--- src/rtl/branch_target_predictor_pkg.sv ---
// Shared types and helpers for the fully associative branch target predictor.
package branch_target_predictor_pkg;

    // Tag is PC[31:2]
    localparam int unsigned TagW = 30;
    // Storage width for the direction counter; CTR_BITS must not exceed this
    localparam int unsigned CtrMaxW = 8;

    typedef logic [CtrMaxW-1:0] ctr_t;

    typedef struct packed {
        logic            valid;
        logic [TagW-1:0] tag;
        ctr_t            ctr;
        logic [31:0]     target;
    } entry_t;

    function automatic ctr_t ctr_inc(input ctr_t c, input ctr_t max);
        return (c >= max) ? max : c + ctr_t'(1);
    endfunction

    function automatic ctr_t ctr_dec(input ctr_t c);
        return (c == '0) ? '0 : c - ctr_t'(1);
    endfunction

endpackage

--- src/rtl/btp_lru_ages.sv ---
// True-LRU age tracking for the branch target predictor (built only with BTP_LRU_EN).
// Ages form a permutation of 0..ENTRIES-1; age 0 is most recently used.
module btp_lru_ages #(
    parameter int unsigned ENTRIES = 16
) (
    input  logic                       clk,
    input  logic                       rst,
    input  logic                       clear,
    input  logic [ENTRIES-1:0]         valid,
    input  logic                       touch,
    input  logic [$clog2(ENTRIES)-1:0] touch_idx,
    output logic [$clog2(ENTRIES)-1:0] victim_idx
);
    localparam int unsigned IdxW = $clog2(ENTRIES);

    logic [IdxW-1:0] age_q [ENTRIES];
    logic [IdxW-1:0] age_d [ENTRIES];
    logic            any_invalid;

    // Victim: lowest-index invalid entry, otherwise the oldest entry
    always_comb begin
        victim_idx  = '0;
        any_invalid = 1'b0;
        for (int i = 0; i < ENTRIES; i++) begin
            if (!any_invalid && !valid[i]) begin
                victim_idx  = IdxW'(i);
                any_invalid = 1'b1;
            end
        end
        if (!any_invalid) begin
            for (int i = 0; i < ENTRIES; i++) begin
                if (age_q[i] == IdxW'(ENTRIES - 1)) begin
                    victim_idx = IdxW'(i);
                end
            end
        end
    end

    // Touch: younger entries age by one, touched entry becomes youngest
    always_comb begin
        age_d = age_q;
        if (touch) begin
            for (int i = 0; i < ENTRIES; i++) begin
                if (age_q[i] < age_q[touch_idx]) begin
                    age_d[i] = age_q[i] + IdxW'(1);
                end
            end
            age_d[touch_idx] = '0;
        end
    end

    // Age registers, synchronous reset/clear to age[i] = i
    always_ff @(posedge clk) begin
        if (rst || clear) begin
            for (int i = 0; i < ENTRIES; i++) begin
                age_q[i] <= IdxW'(i);
            end
        end else begin
            age_q <= age_d;
        end
    end

endmodule

--- src/rtl/branch_target_predictor.sv ---
// Fully associative branch target predictor with combinational fetch lookup and
// a single commit-side resolve port. Define BTP_LRU_EN for true-LRU replacement;
// otherwise a round-robin pointer picks the victim.
module branch_target_predictor
    import branch_target_predictor_pkg::*;
#(
    parameter int unsigned ENTRIES  = 16,
    parameter int unsigned CTR_BITS = 2
) (
    input  logic        clk,
    input  logic        rst,
    input  logic        clear,
    input  logic        fetch_valid,
    input  logic [31:0] fetch_pc,
    output logic        pred_hit,
    output logic        pred_taken,
    output logic [31:0] pred_target,
    input  logic        res_valid,
    input  logic [31:0] res_pc,
    input  logic        res_taken,
    input  logic [31:0] res_target
);
    localparam int unsigned IdxW       = $clog2(ENTRIES);
    localparam ctr_t        CtrMax     = ctr_t'((2 ** CTR_BITS) - 1);
    localparam ctr_t        CtrThresh  = ctr_t'(2 ** (CTR_BITS - 1));
    localparam ctr_t        CtrInit    = CtrThresh - ctr_t'(1);

    entry_t          tbl_q [ENTRIES];
    entry_t          tbl_d [ENTRIES];
    logic            fetch_match;
    logic [IdxW-1:0] fetch_idx;
    logic            res_match;
    logic [IdxW-1:0] res_idx;
    logic [IdxW-1:0] victim_idx;
    logic            alloc;
    logic            unused_lsbs;

    // Target low bits are never stored or predicted
    assign unused_lsbs = ^{fetch_pc[1:0], res_pc[1:0], res_target[1:0]};

    // Associative search for both ports; allocate-on-miss keeps matches unique
    always_comb begin
        fetch_match = 1'b0;
        fetch_idx   = '0;
        res_match   = 1'b0;
        res_idx     = '0;
        for (int i = 0; i < ENTRIES; i++) begin
            if (tbl_q[i].valid && (tbl_q[i].tag == fetch_pc[31:2])) begin
                fetch_match = 1'b1;
                fetch_idx   = IdxW'(i);
            end
            if (tbl_q[i].valid && (tbl_q[i].tag == res_pc[31:2])) begin
                res_match = 1'b1;
                res_idx   = IdxW'(i);
            end
        end
    end

    // Prediction outputs, zeroed unless a valid fetch hits
    always_comb begin
        pred_hit    = fetch_valid && fetch_match;
        pred_taken  = pred_hit && (tbl_q[fetch_idx].ctr >= CtrThresh);
        pred_target = pred_hit ? tbl_q[fetch_idx].target : '0;
    end

    assign alloc = res_valid && !res_match && res_taken;

`ifdef BTP_LRU_EN
    logic [ENTRIES-1:0] valid_vec;
    logic               touch;
    logic [IdxW-1:0]    touch_idx;

    // Gather valid bits and pick the entry whose age is refreshed
    always_comb begin
        for (int i = 0; i < ENTRIES; i++) begin
            valid_vec[i] = tbl_q[i].valid;
        end
        touch     = res_valid && (res_match || res_taken);
        touch_idx = res_match ? res_idx : victim_idx;
    end

    btp_lru_ages #(
        .ENTRIES (ENTRIES)
    ) u_lru_ages (
        .clk        (clk),
        .rst        (rst),
        .clear      (clear),
        .valid      (valid_vec),
        .touch      (touch),
        .touch_idx  (touch_idx),
        .victim_idx (victim_idx)
    );
`else
    logic [IdxW-1:0] rr_q;
    logic [IdxW-1:0] rr_d;

    // Round-robin pointer advances (mod ENTRIES) on each allocation
    always_comb begin
        rr_d       = alloc ? rr_q + IdxW'(1) : rr_q;
        victim_idx = rr_q;
    end

    // Pointer register
    always_ff @(posedge clk) begin
        if (rst || clear) begin
            rr_q <= '0;
        end else begin
            rr_q <= rr_d;
        end
    end
`endif

    // Table update from the resolve port
    always_comb begin
        tbl_d = tbl_q;
        if (res_valid && res_match) begin
            if (res_taken) begin
                tbl_d[res_idx].ctr    = ctr_inc(tbl_q[res_idx].ctr, CtrMax);
                tbl_d[res_idx].target = {res_target[31:2], 2'b00};
            end else begin
                tbl_d[res_idx].ctr    = ctr_dec(tbl_q[res_idx].ctr);
            end
        end else if (alloc) begin
            tbl_d[victim_idx].valid  = 1'b1;
            tbl_d[victim_idx].tag    = res_pc[31:2];
            tbl_d[victim_idx].ctr    = CtrThresh;
            tbl_d[victim_idx].target = {res_target[31:2], 2'b00};
        end
    end

    // Table registers; rst/clear override any same-cycle resolve
    always_ff @(posedge clk) begin
        if (rst || clear) begin
            for (int i = 0; i < ENTRIES; i++) begin
                tbl_q[i].valid  <= 1'b0;
                tbl_q[i].tag    <= '0;
                tbl_q[i].ctr    <= CtrInit;
                tbl_q[i].target <= '0;
            end
        end else begin
            tbl_q <= tbl_d;
        end
    end

endmodule

--- config.mk ---
export PLATFORM = sky130hd
export DESIGN_NAME = branch_target_predictor
export DESIGN_NICKNAME = d
export VERILOG_FILES = /design/src/rtl/branch_target_predictor_pkg.sv /design/src/rtl/btp_lru_ages.sv /design/src/rtl/branch_target_predictor.sv
export SDC_FILE = /design/constraint.sdc
export NUM_CORES = 2
export LEC_CHECK = 0
export BUFFER_PORTS_ARGS = -buffer_cell sky130_fd_sc_hd__clkbuf_2
export CAP_MARGIN = 20
export CORE_ASPECT_RATIO = 1.5
export CORE_MARGIN = 2
export CORE_UTILIZATION = 40
export CTS_BUF_LIST = sky130_fd_sc_hd__clkbuf_4 sky130_fd_sc_hd__clkbuf_8
export DETAILED_ROUTE_END_ITERATION = 16
export HOLD_SLACK_MARGIN = 0.03
export MAX_ROUTING_LAYER = met4
export PLACE_DENSITY = 0.6
export SETUP_SLACK_MARGIN = 0.3
export SYNTH_ARGS = -nofsm -noshare
export SYNTH_HDL_FRONTEND = slang
export SYNTH_SLANG_ARGS = --single-unit
--- constraint.sdc ---
create_clock -name clk -period 13.4 [get_ports clk]
set_clock_uncertainty 0.1 [all_clocks]
set_input_delay 0.67 -clock clk [delete_from_list [all_inputs] [get_ports clk]]
set_output_delay 0.67 -clock clk [all_outputs]
set_load 0.05 [all_outputs]
; ---- Word level (Yosys, flattened, before mapping)
; Index checks and enable logic that the tools add are counted.
[totals]
inputBits = 102
register_bits = 1140
wordCells = 246
output_inout_bits = 34
[classes]
addsub = 3
n_reduce_logical = 43
eq_ne = 32
bitwise_logic = 3
muxes = 93
order_cmp = 7
[op_table]
columns = op, n
row1 = 1136-bit bitwise mux, 7
row2 = 1136-bit 2-to-1 mux, 3
row3 = 71-bit demux with 4-bit select, 6
row4 = 30-bit equality test, 32
row5 = 71-bit binary-select mux with 4-bit select, 2
row6 = 40-bit 2-to-1 mux, 6
row7 = 4-bit 2-to-1 mux, 28
row8 = 32-bit 2-to-1 mux, 3
row9 = 71-bit 2-to-1 mux, 1
row10 = 70-bit 2-to-1 mux, 1
row11 = 1-bit logical AND, 39
row12 = 1-bit 2-to-1 mux, 34
row13 = 8-bit by 2-bit greater-or-equal comparator with 1-bit output (second input constant), 2
row14 = 8-bit 2-to-1 mux, 2
row15 = 5-bit greater-or-equal comparator (second input constant), 3
row16 = 4-bit NOT with 5-bit output, 3
row17 = 5-bit by 1-bit < comparator with 1-bit output (second input constant), 2
row18 = 8-bit by 1-bit adder with 8-bit output (second input constant), 1
row19 = 8-bit zero test, 1
row20 = 8-bit by 1-bit subtractor with 8-bit output (second input constant), 1
row21 = 4-bit by 1-bit adder with 4-bit output (second input constant), 1
row22 = 2-bit nonzero test, 1
row23 = 1-bit zero test, 1
row24 = 1-bit logical OR, 1

; ---- Longest topological paths before layout
[depth]
ltp_word = 27
depth_mapped = 24
depth_no_buf = 17

; ---- Worst setup path before layout
; Ideal clock, no wire load.
[synth_timing]
path_type = in2out
startpoint = input fetch_pc[9]
endpoint = output pred_target[13]
cell_stages = 18
t_arrival_ns = 4.710
slack_ns = 7.920
required_ns = 12.630
n_path_buf = 5
cell_sequence = clkbuf_1 clkbuf_1 xor2_1 nor4_1 nand4b_1 nor4_1 nand4_1 inv_1 o21ai_0 a21boi_0 o221a_2 clkbuf_1 buf_1 buf_1 mux2i_1 mux2i_1 nor2_1 a221o_1
[synth_via]
elab_chain_len = 22
[synth_rtl]
columns = element, line
row1 = start: declaration, branch_target_predictor.sv:14  ; input logic [31:0] fetch_pc,
row2 = 30-bit equality test, branch_target_predictor.sv:48  ; if (tbl_q[i].valid && (tbl_q[i].tag == fetch_pc[31:2])) begin
row3 = 1-bit logical AND, branch_target_predictor.sv:48
row4 = 1-bit 2-to-1 mux, branch_target_predictor.sv:48
row5 = 4-bit 2-to-1 mux (14 in series), branch_target_predictor.sv:48
row6 = 4-bit NOT with 5-bit output (implied by the code), branch_target_predictor.sv:63  ; pred_target = pred_hit ? tbl_q[fetch_idx].target : '0;
row7 = 71-bit binary-select mux with 4-bit select, branch_target_predictor.sv:63
row8 = 40-bit 2-to-1 mux (implied by the code) (2 in series), branch_target_predictor.sv:63
row9 = 32-bit 2-to-1 mux (*), branch_target_predictor.sv:63
row10 = end: declaration, branch_target_predictor.sv:17  ; output logic [31:0] pred_target,
; Mark *: on every way between the ends. The rest lies on a longest branch, timed or not. The select of a mux whose other input is x is not followed.

; ---- Worst setup path in the final report
[layout_timing]
startpoint = input res_pc[13]
endpoint = register tbl_q[533] (netlist bit)
[layout_via]
elab_chain_len = 27
[layout_rtl]
columns = element, line
row1 = start: declaration, branch_target_predictor.sv:19  ; input logic [31:0] res_pc,
row2 = 30-bit equality test, branch_target_predictor.sv:52  ; if (tbl_q[i].valid && (tbl_q[i].tag == res_pc[31:2])) begin
row3 = 1-bit logical AND, branch_target_predictor.sv:52
row4 = 1-bit 2-to-1 mux, branch_target_predictor.sv:52
row5 = 4-bit 2-to-1 mux (14 in series), branch_target_predictor.sv:52
row6 = 4-bit NOT with 5-bit output (implied by the code), "branch_target_predictor.sv:118, branch_target_predictor.sv:119, branch_target_predictor.sv:121"
row7 = 71-bit binary-select mux with 4-bit select, "branch_target_predictor.sv:118, branch_target_predictor.sv:121"
row8 = 40-bit 2-to-1 mux (implied by the code) (2 in series), "branch_target_predictor.sv:118, branch_target_predictor.sv:121"
row9 = 8-bit by 1-bit adder with 8-bit output or 8-bit by 2-bit greater-or-equal comparator with 1-bit output (tied branches), branch_target_predictor_pkg.sv:19  ; return (c >= max) ? max : c + ctr_t'(1);
row10 = 8-bit 2-to-1 mux, branch_target_predictor_pkg.sv:19
row11 = 1136-bit bitwise mux, branch_target_predictor.sv:118  ; tbl_d[res_idx].ctr = ctr_inc(tbl_q[res_idx].ctr, CtrMax);
row12 = 1136-bit bitwise mux, branch_target_predictor.sv:119  ; tbl_d[res_idx].target = {res_target[31:2], 2'b00};
row13 = 1136-bit 2-to-1 mux, branch_target_predictor.sv:117  ; if (res_taken) begin
row14 = 1136-bit 2-to-1 mux, branch_target_predictor.sv:116  ; if (res_valid && res_match) begin
row15 = end signal: assignment, branch_target_predictor.sv:141  ; tbl_q <= tbl_d;
row16 = end: declaration, branch_target_predictor.sv:28  ; entry_t tbl_q [ENTRIES];
; Parallel ways exist; a longest one is shown, timed or not. The select of a mux whose other input is x is not followed.
; A chain may end at the register's enable or synchronous reset.

==> flow_summary.ini <==
[clocking]
htree_levels = 4
cts-resized-gates = 0
cts.sinks = 1108
cts-root-buf = clkbuf_8
cts.reportedPaths.clkPinSlew_ns = 0.07
clk_latency_ns = 0.98
cts_made_buffers = 180
tritoncts = done
clockBufferDepth = 3

[routing]
drt_iter0_drc = 5144
num_vias = 54900
wl_met3_um = 16600
top_layer = met4
wl_per_cell_um = 26.5
drt-vias-per-instance = 5.91
met1_length_um = 94500
ant_nets = 0
routed_wl_um = 247000
first_pass_iters = 9
route.met2.wl_um = 116000
drc = 0

[timing]
fin_crit_ns = 7.79
finalMaxSlewViolations = 0
slew_headroom_pct = 21.6
grt_setup_unrepaired = no
finalCritPeriodShare_pct = 58.2
tns_ns = 0
worst_pin_slew_ns = 1.17
max_freq_mhz = 128
hold_viol_final = 0
setup_viol = 0

[global_route]
grt_max_degree = 200
antenna_found_initial = 3
grt_pass1_vias = 53500
grt_util_all_layers_pct = 31.5
overflow = 0
grt_pass1_wl_um = 357000

[synthesis]
synth_area_um2 = 61200
ys_warn_count = 0
yosysTopAreaCell = dfxtp_1
netlist.area_leader.share_pct = 36.2
synth-main-ff-cell = dfxtp_1
synth_edf_count = 0
ys_ff_latch = 1108
yosysUniqueCellTypes = 106
syn_avg_cell_area_um2 = 8.46
ys_top_cells_by_area = dfxtp_1, mux2i_1, xnor2_1
ys_seq_area_share_pct = 36.2
synth_cells = 7237
synthArstFlopShare_pct = 0

[placed_design]
dp_hpwl_um = 154000
gp_congestion = 0.997
port-buffer-count = 127

[final_layout]
syn_to_final_growth_pct = 10.1
nFillCells = 15200
fin_util_pct = 44.4
finish.net_count = 7217
drive_gt1_share_pct = 10.7

[die]
dieHeight_um = 483
dieArea_um2 = 156000
die_width_um = 323
initial_utilization_pct = 40.3
top_level_ports = 136
fp.coreArea_um2 = 152000
rows = 175

[critical_path]
startpoint_type = input pin
crit_fanout = 29
critPathKind = input pin to flop
worstPathRequired_ns = 14.19
critPathCaptureType = flop
cp_data_arrival_time_ns = 8.58

[power]
p_leak_nw = 21.4
power.density_nw_per_um2 = 108
ir_drop_v = 0.000108

[run_status]
status = finished clean

[hold_path]
hold_class = input pin to flop

[run]
cap_violations = 0
per-stage QoR:
| step | hold WS [ns] | instances | instance area (um2) | setup WS [ns] | power, mW |
|---|---|---|---|---|---|
| after floorplan | 0.326 | 7238 | 61200 | 7.92 | 3.75 |
| after global placement | 0.334 | 8927 | 62900 | 5.60 | 3.94 |
| after detailed placement | 0.338 | 8928 | 62900 | 5.51 | 3.94 |
| after CTS | 0.0403 | 9285 | 67300 | 5.73 | 7.30 |
| after global routing | 0.111 | 9289 | 67400 | 5.52 | 7.46 |
| final | 0.134 | 9292 | 67400 | 5.61 | 7.26 |
critical path, stage by stage:
cell and delay, ns:
dlygate4sd3_1 0.52, clkbuf_2 0.25, buf_4 0.66, xnor2_1 0.22, nand4_1 0.10, nor4_1 0.95
nand2_1 0.43, nand4_1 0.67, nor3b_2 0.30, and2_1 0.41, a22oi_1 0.79, nand4_1 0.16
or3_1 0.51, nor3_4 0.29, xor2_1 0.83, buf_4 0.37, nand2_1 0.10, o31ai_1 0.24
final cells by class:
cell class	instances	area, um2	area share [%]
multi-input combinational	5471	36300	53.8
sequential	1108	22200	32.9
clock buffer	276	3490	5.18
tap	2035	2550	3.78
timing repair buffer	315	2180	3.24
clock inverter	49	582	0.864
inverter	33	124	0.184
antenna	5	12.5	0.0186
what timing repair did:
| action | 4_1_cts | 5_1_grt |
|---|---|---|
| endpoints found under the hold margin | 281 | 0 |
| hold buffers | 32 | 0 |
| setup buffers | 0 | 0 |
layer usage:
layer | track usage [%] | vias up
met3 | 4.86 | 908
met4 | 22.3 | 0
met1 | 35.4 | 26600
met5 | - | -
met2 | 50.9 | 2541
li1 | - | 24900
where the power goes:
group	switching [mW]	leakage, nW	internal (mW)
registers	0.00470	8.92	3.30
clock network	1.53	2.15	1.84
logic	0.435	10.3	0.159
total	1.97	21.4	5.30
state kept, by name, indices dropped and copies added, names as in the netlist:
signal	flops
rr_q	4
tbl_q	1104
logic make-up (layout without fill, tap and decap cells):
logic type	after synthesis	count (layout)	share of synthesized area [%]
adders and majority gates	6	6	0.123
other	1	7	0.00613
AOI/OAI and AO/OA	937	937	9.47
and+or+nand+nor	2766	2766	21.8
DFF	1108	1108	36.2
xor gates and xnor gates	964	964	14.2
buffers and inverters	659	673	5.14
muxes	796	796	13.1
path summary, 6_finish.rpt:
kind	startpoint	to	slack, ns	cells past startpoint
max	res_pc[13]	tbl_q[533]$_SDFFE_PP0P_	5.61	18
min reg2reg	tbl_q[859]$_SDFFE_PP0P_	tbl_q[859]$_SDFFE_PP0P_	0.35	2
min	res_pc[22]	tbl_q[60]$_SDFFE_PP0P_	0.13	4
max reg2reg	tbl_q[341]$_SDFFE_PP0P_	tbl_q[533]$_SDFFE_PP0P_	6.34	15
synthesized netlist by cell type (11+ instances only):
cell / instances
or4_1: 36
nand3_1: 342
a22o_1: 24
a32o_1: 24
buf_1: 50
xnor2_2: 32
nor4b_1: 19
inv_1: 32
or2_2: 19
nor2b_1: 102
nor2_1: 657
nand2_1: 884
nand4b_1: 12
a32oi_1: 18
buf_2: 49
buf_4: 12
buf_6: 69
and2_1: 28
mux2_2: 13
o21ai_0: 34
mux2i_1: 778
and3_1: 26
nand2b_1: 26
a221o_1: 31
o22ai_1: 11
nor4_1: 151
a21oi_1: 594
clkbuf_1: 442
xnor2_1: 692
dfxtp_1: 1108
a31oi_1: 12
nand4_1: 336
nor3_1: 58
xor2_1: 240
a211oi_1: 72
o2bb2ai_1: 23
placed cells by master, fill, tap and decap left out, drive strengths merged, types with 47 or more instances in the layout:
cell type  instances
mux2i            778
inv               47
xor2             240
a211oi            74
xnor2            724
nand4            337
nand2            884
nor2b            102
nor4             156
nand3            342
a21oi            594
dfxtp           1108
buf              155
o21ai             49
clkbuf           404
nor3              62
nor2             658
No activity file was read; power rests on OpenSTA's default activity.
